<file path="src/rtl/imem_fetch_ctrl.sv">
// Instruction-fetch sequencer: owns the byte PC, reads the single-cycle imem and
// feeds decode through a 2-entry buffer with redirect and halt control.
module imem_fetch_ctrl #(
    parameter int unsigned    n        = 32,
    parameter int unsigned    r        = 6,
    parameter logic [n-1:0]   RESET_PC = '0
) (
    input  logic           clk,
    input  logic           reset,
    output logic [r-1:0]   imem_addr,
    input  logic [n-1:0]   imem_read_dat,
    output logic           out_valid,
    input  logic           out_ready,
    output logic [n-1:0]   out_instr,
    output logic [n-1:0]   out_pc,
    input  logic           redirect,
    input  logic [n-1:0]   redirect_pc,
    input  logic           halt,
    output logic           halted
);

    localparam logic [n-1:0] PC_INIT  = {RESET_PC[n-1:2], 2'b00};
    localparam logic [n-1:0] PC_STEP  = n'(4);
    localparam logic [n-1:0] PC_ALIGN = ~n'(3);

    typedef enum logic {
        RUN    = 1'b0,
        HALTED = 1'b1
    } state_t;

    state_t         state;
    logic [n-1:0]   pc;

    // Buffer head (presented to decode) and tail (second slot)
    logic           h_v;
    logic [n-1:0]   h_instr;
    logic [n-1:0]   h_pc;
    logic           t_v;
    logic [n-1:0]   t_instr;
    logic [n-1:0]   t_pc;

    logic           deq;
    logic           enq;

    assign imem_addr = pc[r+1:2];
    assign out_valid = h_v;
    assign out_instr = h_instr;
    assign out_pc    = h_pc;
    assign halted    = (state == HALTED);

    assign deq = h_v & out_ready;
    // Tail free means fewer than two entries held
    assign enq = (state == RUN) & ~redirect & ~halt & (~t_v | deq);

    always_ff @(posedge clk or posedge reset) begin
        if (reset) begin
            state   <= RUN;
            pc      <= PC_INIT;
            h_v     <= 1'b0;
            h_instr <= '0;
            h_pc    <= '0;
            t_v     <= 1'b0;
            t_instr <= '0;
            t_pc    <= '0;
        end else begin
            if (redirect) begin
                state <= RUN;
            end else if (halt) begin
                state <= HALTED;
            end

            if (redirect) begin
                pc <= redirect_pc & PC_ALIGN;
            end else if (enq) begin
                pc <= pc + PC_STEP;
            end

            if (redirect) begin
                h_v     <= 1'b0;
                h_instr <= '0;
                h_pc    <= '0;
                t_v     <= 1'b0;
            end else if (deq) begin
                if (t_v) begin
                    // Tail advances to head; new word (if any) refills the tail
                    h_instr <= t_instr;
                    h_pc    <= t_pc;
                    if (enq) begin
                        t_instr <= imem_read_dat;
                        t_pc    <= pc;
                    end else begin
                        t_v <= 1'b0;
                    end
                end else if (enq) begin
                    h_instr <= imem_read_dat;
                    h_pc    <= pc;
                end else begin
                    h_v     <= 1'b0;
                    h_instr <= '0;
                    h_pc    <= '0;
                end
            end else if (enq) begin
                if (!h_v) begin
                    h_v     <= 1'b1;
                    h_instr <= imem_read_dat;
                    h_pc    <= pc;
                end else begin
                    t_v     <= 1'b1;
                    t_instr <= imem_read_dat;
                    t_pc    <= pc;
                end
            end
        end
    end

endmodule

</file>
<file path="config.mk">
export PLATFORM = sky130hd
export DESIGN_NAME = imem_fetch_ctrl
export DESIGN_NICKNAME = d
export VERILOG_FILES = /design/src/rtl/imem_fetch_ctrl.sv
export SDC_FILE = /design/constraint.sdc
export NUM_CORES = 1
export LEC_CHECK = 0
export ABC_AREA = 1
export CORE_ASPECT_RATIO = 0.75
export CORE_MARGIN = 8
export CORE_UTILIZATION = 43
export DETAILED_ROUTE_END_ITERATION = 12
export GPL_TIMING_DRIVEN = 1
export PLACE_DENSITY_LB_ADDON = 0.08
export SETUP_SLACK_MARGIN = 0.4
export SYNTH_ARGS = -nofsm -noshare
export SYNTH_HDL_FRONTEND = slang
export SYNTH_SLANG_ARGS = --single-unit
</file>
<file path="constraint.sdc">
create_clock -name clk -period 14.29 [get_ports clk]
set_clock_uncertainty 0.05 [all_clocks]
set_input_delay 2.858 -clock clk [delete_from_list [all_inputs] [get_ports clk]]
set_output_delay 2.858 -clock clk [all_outputs]
set_load 0.02 [all_outputs]
</file>
==> parameters.txt, run 1 <==
Parameter                              Value

Cells and area
  Area growth from synthesis to final layout    27.4%
  Final cell count without fillers    1438
  Fraction of final layout cells sized beyond drive strength 1    4.18%
  Area of the multi-input gates    3300 sq um
  Number of antenna repair diodes    0
  Number of nets in the layout    1255
  Most frequent cells in the layout    sky130_fd_sc_hd__nor2_1 (300), sky130_fd_sc_hd__nand2_1 (254), sky130_fd_sc_hd__dfrtp_1 (158)
  Final-layout fill cell count    1731
  Final design area excluding fillers    9960 sq um
  Seq. cell area    3950 sq um
  Most common cell after layout, fill and taps aside    sky130_fd_sc_hd__nor2_1

Critical path
  Worst-case reg-to-reg path depth    6
  Count of buffering cells on the critical path with inverters included    3
  Most used cell along the critical path    sky130_fd_sc_hd__nand2_4
  Critical path, cell by cell    clkdlybuf4s50_1 -> buf_4 -> nor3_4 -> nand2_4 -> inv_4 -> nand2_4 -> o21ai_0
  Critical path's slowest cell    sky130_fd_sc_hd__nand2_4
  Element type at the critical path start    primary input
  Start of the worst register-to-register path    out_valid
  Critical R2R Capture    t_pc[16]
  Worst Setup End Kind    register
  Delay of the slowest cell on the worst path    0.66 ns
  CP max FO    124
  Register-to-register setup slack    11.68 ns
  Arr. time, crit path    5.47 ns
  Critical path data required time    14.55 ns
  Largest delay share family, worst path    simple AND/OR/NAND/NOR gates
  Startpoint-to-endpoint class of the critical path    primary input to register

Routing
  Total Routed Length    21.9 mm
  Number of vias per cell after detailed routing    4.92
  Count of nets left with antenna violations after detail routing    0
  Drt pass-1 iters    5
  Detail-routed net length per standard cell    15.2 microns
  Initial drt markers    673
  DRC violation count after routing    0
  Via count    7073

Clock network
  Clock tree buffer depth    2
  Clk Latency, worst-skew pair    0.43 ns
  Number of gates resized after cts    0
  Post-CTS clock slew at the launch and capture registers of the worst setup and hold paths    0.06 ns
  Total clock buffers created by CTS    17
  TritonCTS sink count    158
  Hold-fix buffer count after cts    0
  H-Tree Depth    4
  Root buf cell    sky130_fd_sc_hd__clkbuf_16
  Buffer count from post-CTS setup fixing    0
  Clock tree from TritonCTS    done

Global route
  GRT overflow    0
  Global Route Usage Sum    19.8%
  Largest net degree at the start of global routing    125
  Number of antenna violations at the first check in global routing    0
  Global-route wire length before repair    35.9 mm
  Number of global-route vias before repair    6695

STA
  Sum Neg Setup Slack    0 ns
  Fin crit period    5.20 ns
  Final worst slack    9.09 ns
  Slew @ Worst Pin    1.17 ns
  Number of endpoints failing setup at the final stage    0
  Max Transition Viols Final    0
  Max Freq    192 MHz
  Unrepaired setup endpoints after global routing    no
  Final worst-path cycle share    36.4%
  Final Hold Fails    0
  Headroom to the max-slew limit    22.2%

Synthesis
  Cell accounting for the most synthesized area    sky130_fd_sc_hd__dfrtp_1
  Number of register bits inferred by synthesis    158
  Total nets after synthesis    1148
  Synth async-reset ratio    100%
  Yosys warning count    0
  Mean post-synth cell area    7.25 sq um
  Synth top area share    50.6%
  Gate count of the mapped netlist    1078
  Largest cells by area after synthesis    sky130_fd_sc_hd__dfrtp_1 (51%), sky130_fd_sc_hd__nor2_1 (14%), sky130_fd_sc_hd__nand2_1 (12%)
  EDFF count, synth    0
  Number of different library cells in the post-synthesis netlist    24
  Top_reg_cell synth    sky130_fd_sc_hd__dfrtp_1
  Synthesized cell area    7820 sq um
  Sequential-to-total area share from yosys stat    50.6%

Power and ir drop
  Switching part of the total    29.9%
  Leakage power summed over all cells    4.71 nW
  Proportion of power drawn by combinational gates    22.7%
  Internal Dissipation    1.01 mW
  Maximum vdd drop    0.0000695 V
  Psw    433 uW
  Part of the total power dissipated in sequential elements    41.9%
  Pwr/cell area    145 nW/um^2
  Relative contribution of the clock network to total power    35.5%
  Total power    1.45 mW

Hold path
  Worst hold-check path type    register to register
  Worst Hold Endpoint    t_instr[15]
  Hold Path Stages    2
  Startpoint of the most critical hold path    t_instr[15]

Placement
  DP Worst Slack    8.60 ns
  Placed Cells incl. Taps    1408
  Post-DP HPWL    14.3 mm
  Count of input and output buffers    138
  Area post-placement    9310 sq um
  Placer's final routability congestion estimate    0.876

Floorplanning
  Die extent in y    133 microns
  Initial cell density of the core    44.2%
  Number of rows created at floorplan    42
  Width of the die    172 microns
  Area of the core    17700 sq um
  Area enclosed by the die boundary    22800 sq um
  Boundary Pins    141

Status
  Run status    finished clean

Flow run
  Max-capacitance violation count    0
-- worst register-to-register path, delay by kind of cell (launching register included) --
family | cells | cell delay, ns
flip-flops | 1 | 0.50
AO/OA/AOI/OAI | 1 | 0.52
buffers and inverters | 1 | 0.32
AND/OR/NAND/NOR | 4 | 1.12
-- area by class of cell --
class                           instances  area share, %
Timing Repair Buffer                  146           14.5
Multi-Input combinational cell        782           33.1
Inverter                               80           3.09
Clock buffer                           19           4.45
Sequential cell                       158           39.7
Tap cell                              242           3.04
Clock inverter                         11           2.15
-- how the worst max path moves through the flow --
stage,startpoint,endpoint,cells after the start
6_report,redirect,t_pc[16],7
2_1_floorplan,reset,halted,1
4_1_cts,redirect,t_instr[19],7
3_5_place_dp,redirect,t_instr[19],7
3_3_place_gp,redirect,out_instr[26],8
5_1_grt,redirect,t_pc[14],7
-- logic make-up (layout without fill, tap and decap cells) --
logic type      Yosys count  in the layout  synth area share (%)
compound gates          104            104                  6.98
simple gates            677            677                  34.8
fa+ha+maj                 1              1                 0.160
flops                   158            158                  50.6
buf+inv                 138            256                  7.47
-- cell usage after synthesis (3+ instances only) --
library cell / number
sky130_fd_sc_hd__a21oi_1: 18
sky130_fd_sc_hd__buf_2: 30
sky130_fd_sc_hd__buf_4: 7
sky130_fd_sc_hd__clkbuf_1: 21
sky130_fd_sc_hd__dfrtp_1: 158
sky130_fd_sc_hd__inv_1: 78
sky130_fd_sc_hd__nand2_1: 255
sky130_fd_sc_hd__nand2_2: 3
sky130_fd_sc_hd__nand3_1: 113
sky130_fd_sc_hd__nor2_1: 300
sky130_fd_sc_hd__o211ai_1: 5
sky130_fd_sc_hd__o21ai_0: 76
sky130_fd_sc_hd__o21ai_1: 3
-- sequential cells by signal, indices dropped and copies added, names as in the netlist --
| register | flops |
|---|---|
| pc | 30 |
| t_v | 1 |
| out_valid | 1 |
| t_pc | 30 |
| out_pc | 31 |
| t_instr | 32 |
| halted | 1 |
| out_instr | 32 |
-- through the flow --
step	utilization, %	hold WS, ns
floorplan	-	0.392
global placement	52.6	0.405
detailed placement	52.6	0.411
CTS	56.3	0.427
global route	56.3	0.449
finish	56.3	0.422
-- power groups by stage --
| stage | Combinational (mW) | Sequential [mW] | Clock (mW) |
|---|---|---|---|
| after floorplan | 0.159 | 0.642 | 0 |
| after global placement | 0.327 | 0.608 | 0 |
| after detailed placement | 0.331 | 0.613 | 0 |
| after CTS | 0.333 | 0.605 | 0.524 |
| after global routing | 0.369 | 0.618 | 0.544 |
| final | 0.328 | 0.606 | 0.514 |
-- metal layers --
layer	part of all wire (%)	up-vias	wire, microns	global-route usage, %
met3	7.1	23	1550	4.61
li1	-	3570	-	-
met5	0	-	0	0
met2	42	220	9190	28.0
met1	50	3260	10900	29.8
met4	0.99	0	216	4.67
No activity file was read; power rests on OpenSTA's default activity.
==> run 2: changes to the inputs <==
==> constraint.sdc (replaced) <==
create_clock -name clk -period 5.4 [get_ports clk]
set_clock_uncertainty 0.05 [all_clocks]
set_input_delay 1.08 -clock clk [delete_from_list [all_inputs] [get_ports clk]]
set_output_delay 1.08 -clock clk [all_outputs]
set_load 0.02 [all_outputs]
==> run 2 against run 1 <==
Effect of this change: combinational power rose to 2.7 times the previous value; worst hold slack improved by 0.013 ns; worst setup slack lost 7.1 ns; die area is the same; power grew to 2.6 times the previous value; global-route usage decreased by 0.32 points; critical path type unchanged.
==> parameters.txt, run 2 (synthesis results as in run 1) <==
Parameter                              Value

Status
  Run status    finished clean

STA
  Slew @ Worst Pin    1.12 ns (-0.0457 ns)
  Fin crit period    3.41 ns
  Hold Worst Slack    0.435 ns (+0.0126 ns)
  Final Hold Fails    0 (unchanged)
  Max Freq    293 MHz
  Sum Neg Setup Slack    0 ns (unchanged)
  Final worst-path cycle share    63.1%
  Number of endpoints failing setup at the final stage    0 (unchanged)
  Max Transition Viols Final    0 (unchanged)
  Unrepaired setup endpoints after global routing    no
  Headroom to the max-slew limit    25.2% (+3.0 points)
  Final worst slack    1.99 ns (-7.09 ns)

Critical path
  CP max FO    124 (unchanged)
  Worst Setup End Kind    register
  Start of the worst register-to-register path    out_valid
  Critical R2R Capture    t_pc[19]
  Arr. time, crit path    3.67 ns (-1.80 ns)
  Crit path to    t_pc[19]
  Startpoint-to-endpoint class of the critical path    primary input to register
  Element type at the critical path start    primary input
  Worst-case reg-to-reg path depth    6 (unchanged)
  Critical path data required time    5.66 ns (-8.89 ns)
  Worst Setup SP    redirect
  Register-to-register setup slack    2.79 ns (-8.89 ns)

Clock network
  Buffer count from post-CTS setup fixing    0 (unchanged)
  H-Tree Depth    4 (unchanged)
  Clock tree buffer depth    2 (unchanged)
  Number of gates resized after cts    0 (unchanged)
  Clock tree from TritonCTS    done
  Post-CTS clock slew at the launch and capture registers of the worst setup and hold paths    0.06 ns (about the same)
  TritonCTS sink count    158 (unchanged)
  Clk Latency, worst-skew pair    0.43 ns (about the same)
  Root buf cell    sky130_fd_sc_hd__clkbuf_16
  Hold-fix buffer count after cts    0 (unchanged)
  Total clock buffers created by CTS    17 (unchanged)

Global route
  GRT overflow    0 (unchanged)
  Number of antenna violations at the first check in global routing    0 (unchanged)
  Global-route wire length before repair    35.5 mm (-1.1%)
  Largest net degree at the start of global routing    125 (unchanged)
  Global Route Usage Sum    19.5% (-0.32 points)
  Number of global-route vias before repair    6693 (-0.030%)

Routing
  Count of nets left with antenna violations after detail routing    0 (unchanged)
  Number of vias per cell after detailed routing    4.92 (about the same)
  Drt pass-1 iters    5 (unchanged)
  Detail-routed net length per standard cell    15.0 microns (-1.7%)
  DRC violation count after routing    0 (unchanged)
  Total Routed Length    21.6 mm (-1.2%)
  Via count    7104 (+0.44%)
  Initial drt markers    710 (+5.5%)

Power and ir drop
  Pwr/cell area    375 nW/um^2 (+160%)
  Total power    3.73 mW (+160%)
  Maximum vdd drop    0.000166 V (+140%)
  Leakage power summed over all cells    4.73 nW (+0.28%)

Cells and area
  Final cell count without fillers    1445 (+0.49%)
  Most frequent cells in the layout    sky130_fd_sc_hd__nor2_1 (300), sky130_fd_sc_hd__nand2_1 (254), sky130_fd_sc_hd__dfrtp_1 (158)
  Area growth from synthesis to final layout    27.5% (about the same)
  Fraction of final layout cells sized beyond drive strength 1    4.82% (+0.64 points)
  Number of antenna repair diodes    0 (unchanged)
  Number of nets in the layout    1260 (+0.40%)
  Most common cell after layout, fill and taps aside    sky130_fd_sc_hd__nor2_1

Floorplanning
  Initial cell density of the core    44.2% (unchanged)
  Die extent in y    133 microns (unchanged)
  Number of rows created at floorplan    42 (unchanged)
  Width of the die    172 microns (unchanged)
  Boundary Pins    141 (unchanged)
  Area of the core    17700 sq um (unchanged)
  Area enclosed by the die boundary    22800 sq um (unchanged)

Flow run
  Max-capacitance violation count    0 (unchanged)

Placement
  Placer's final routability congestion estimate    0.893 (+1.9%)
  Placed Cells incl. Taps    1413 (+0.36%)
  Post-DP HPWL    14.6 mm (+2.3%)
  Count of input and output buffers    138 (unchanged)
  DP Worst Slack    1.60 ns (-7.00 ns)

Hold path
  Worst hold-check path type    register to register
## run 2: cell type report
| cell class | instances | area [sq um] |
|---|---|---|
| multi-input cells | 782 | 3300 |
| fillers | 1676 | 7740 |
| flip-flops and latches | 158 | 3950 |
| clock buffers | 19 | 453 |
| well taps | 242 | 303 |
| repair buffers | 151 | 1490 |
| inverters | 80 | 307 |
| clock inverters | 13 | 161 |
## run 2: power by group
part           internal [mW]  switching (mW)
registers               1.44           0.156
clock network          0.754           0.504
logic                  0.371           0.504
total                   2.57            1.16
## run 2: worst max-delay path: stages
cell and delay (ns):
sky130_fd_sc_hd__clkdlybuf4s50_1 0.61, sky130_fd_sc_hd__nor3_4 0.32, sky130_fd_sc_hd__nand2_4 0.17, sky130_fd_sc_hd__inv_4 0.32
sky130_fd_sc_hd__nand2_4 0.66, sky130_fd_sc_hd__o21ai_0 0.45
## run 2: through the flow
step	instance area, sq um	utilization, %
global route	9970	56.3
floorplan	7820	-
detailed placement	9360	52.8
finish	9970	56.3
CTS	9970	56.3
global placement	9360	52.8
## run 2: metal layers
metal	vias to the layer above	wire [microns]	track usage (%)
li1	3587	-	-
met1	3279	10900	29.0
met2	223	8850	27.4
met3	15	1620	5.29
met4	0	208	4.63
met5	-	0	0
## run 2: worst min path at each step
stage	depth (start not counted)	start	to	slack [ns]
after global routing	2	t_pc[30]	t_pc[30]	0.45
after CTS	2	t_pc[20]	t_pc[20]	0.44
after floorplan	2	t_instr[15]	t_instr[15]	0.39
after global placement	2	t_instr[15]	t_instr[15]	0.41
final	2	t_pc[6]	t_pc[6]	0.44
after detailed placement	2	t_instr[15]	t_instr[15]	0.41
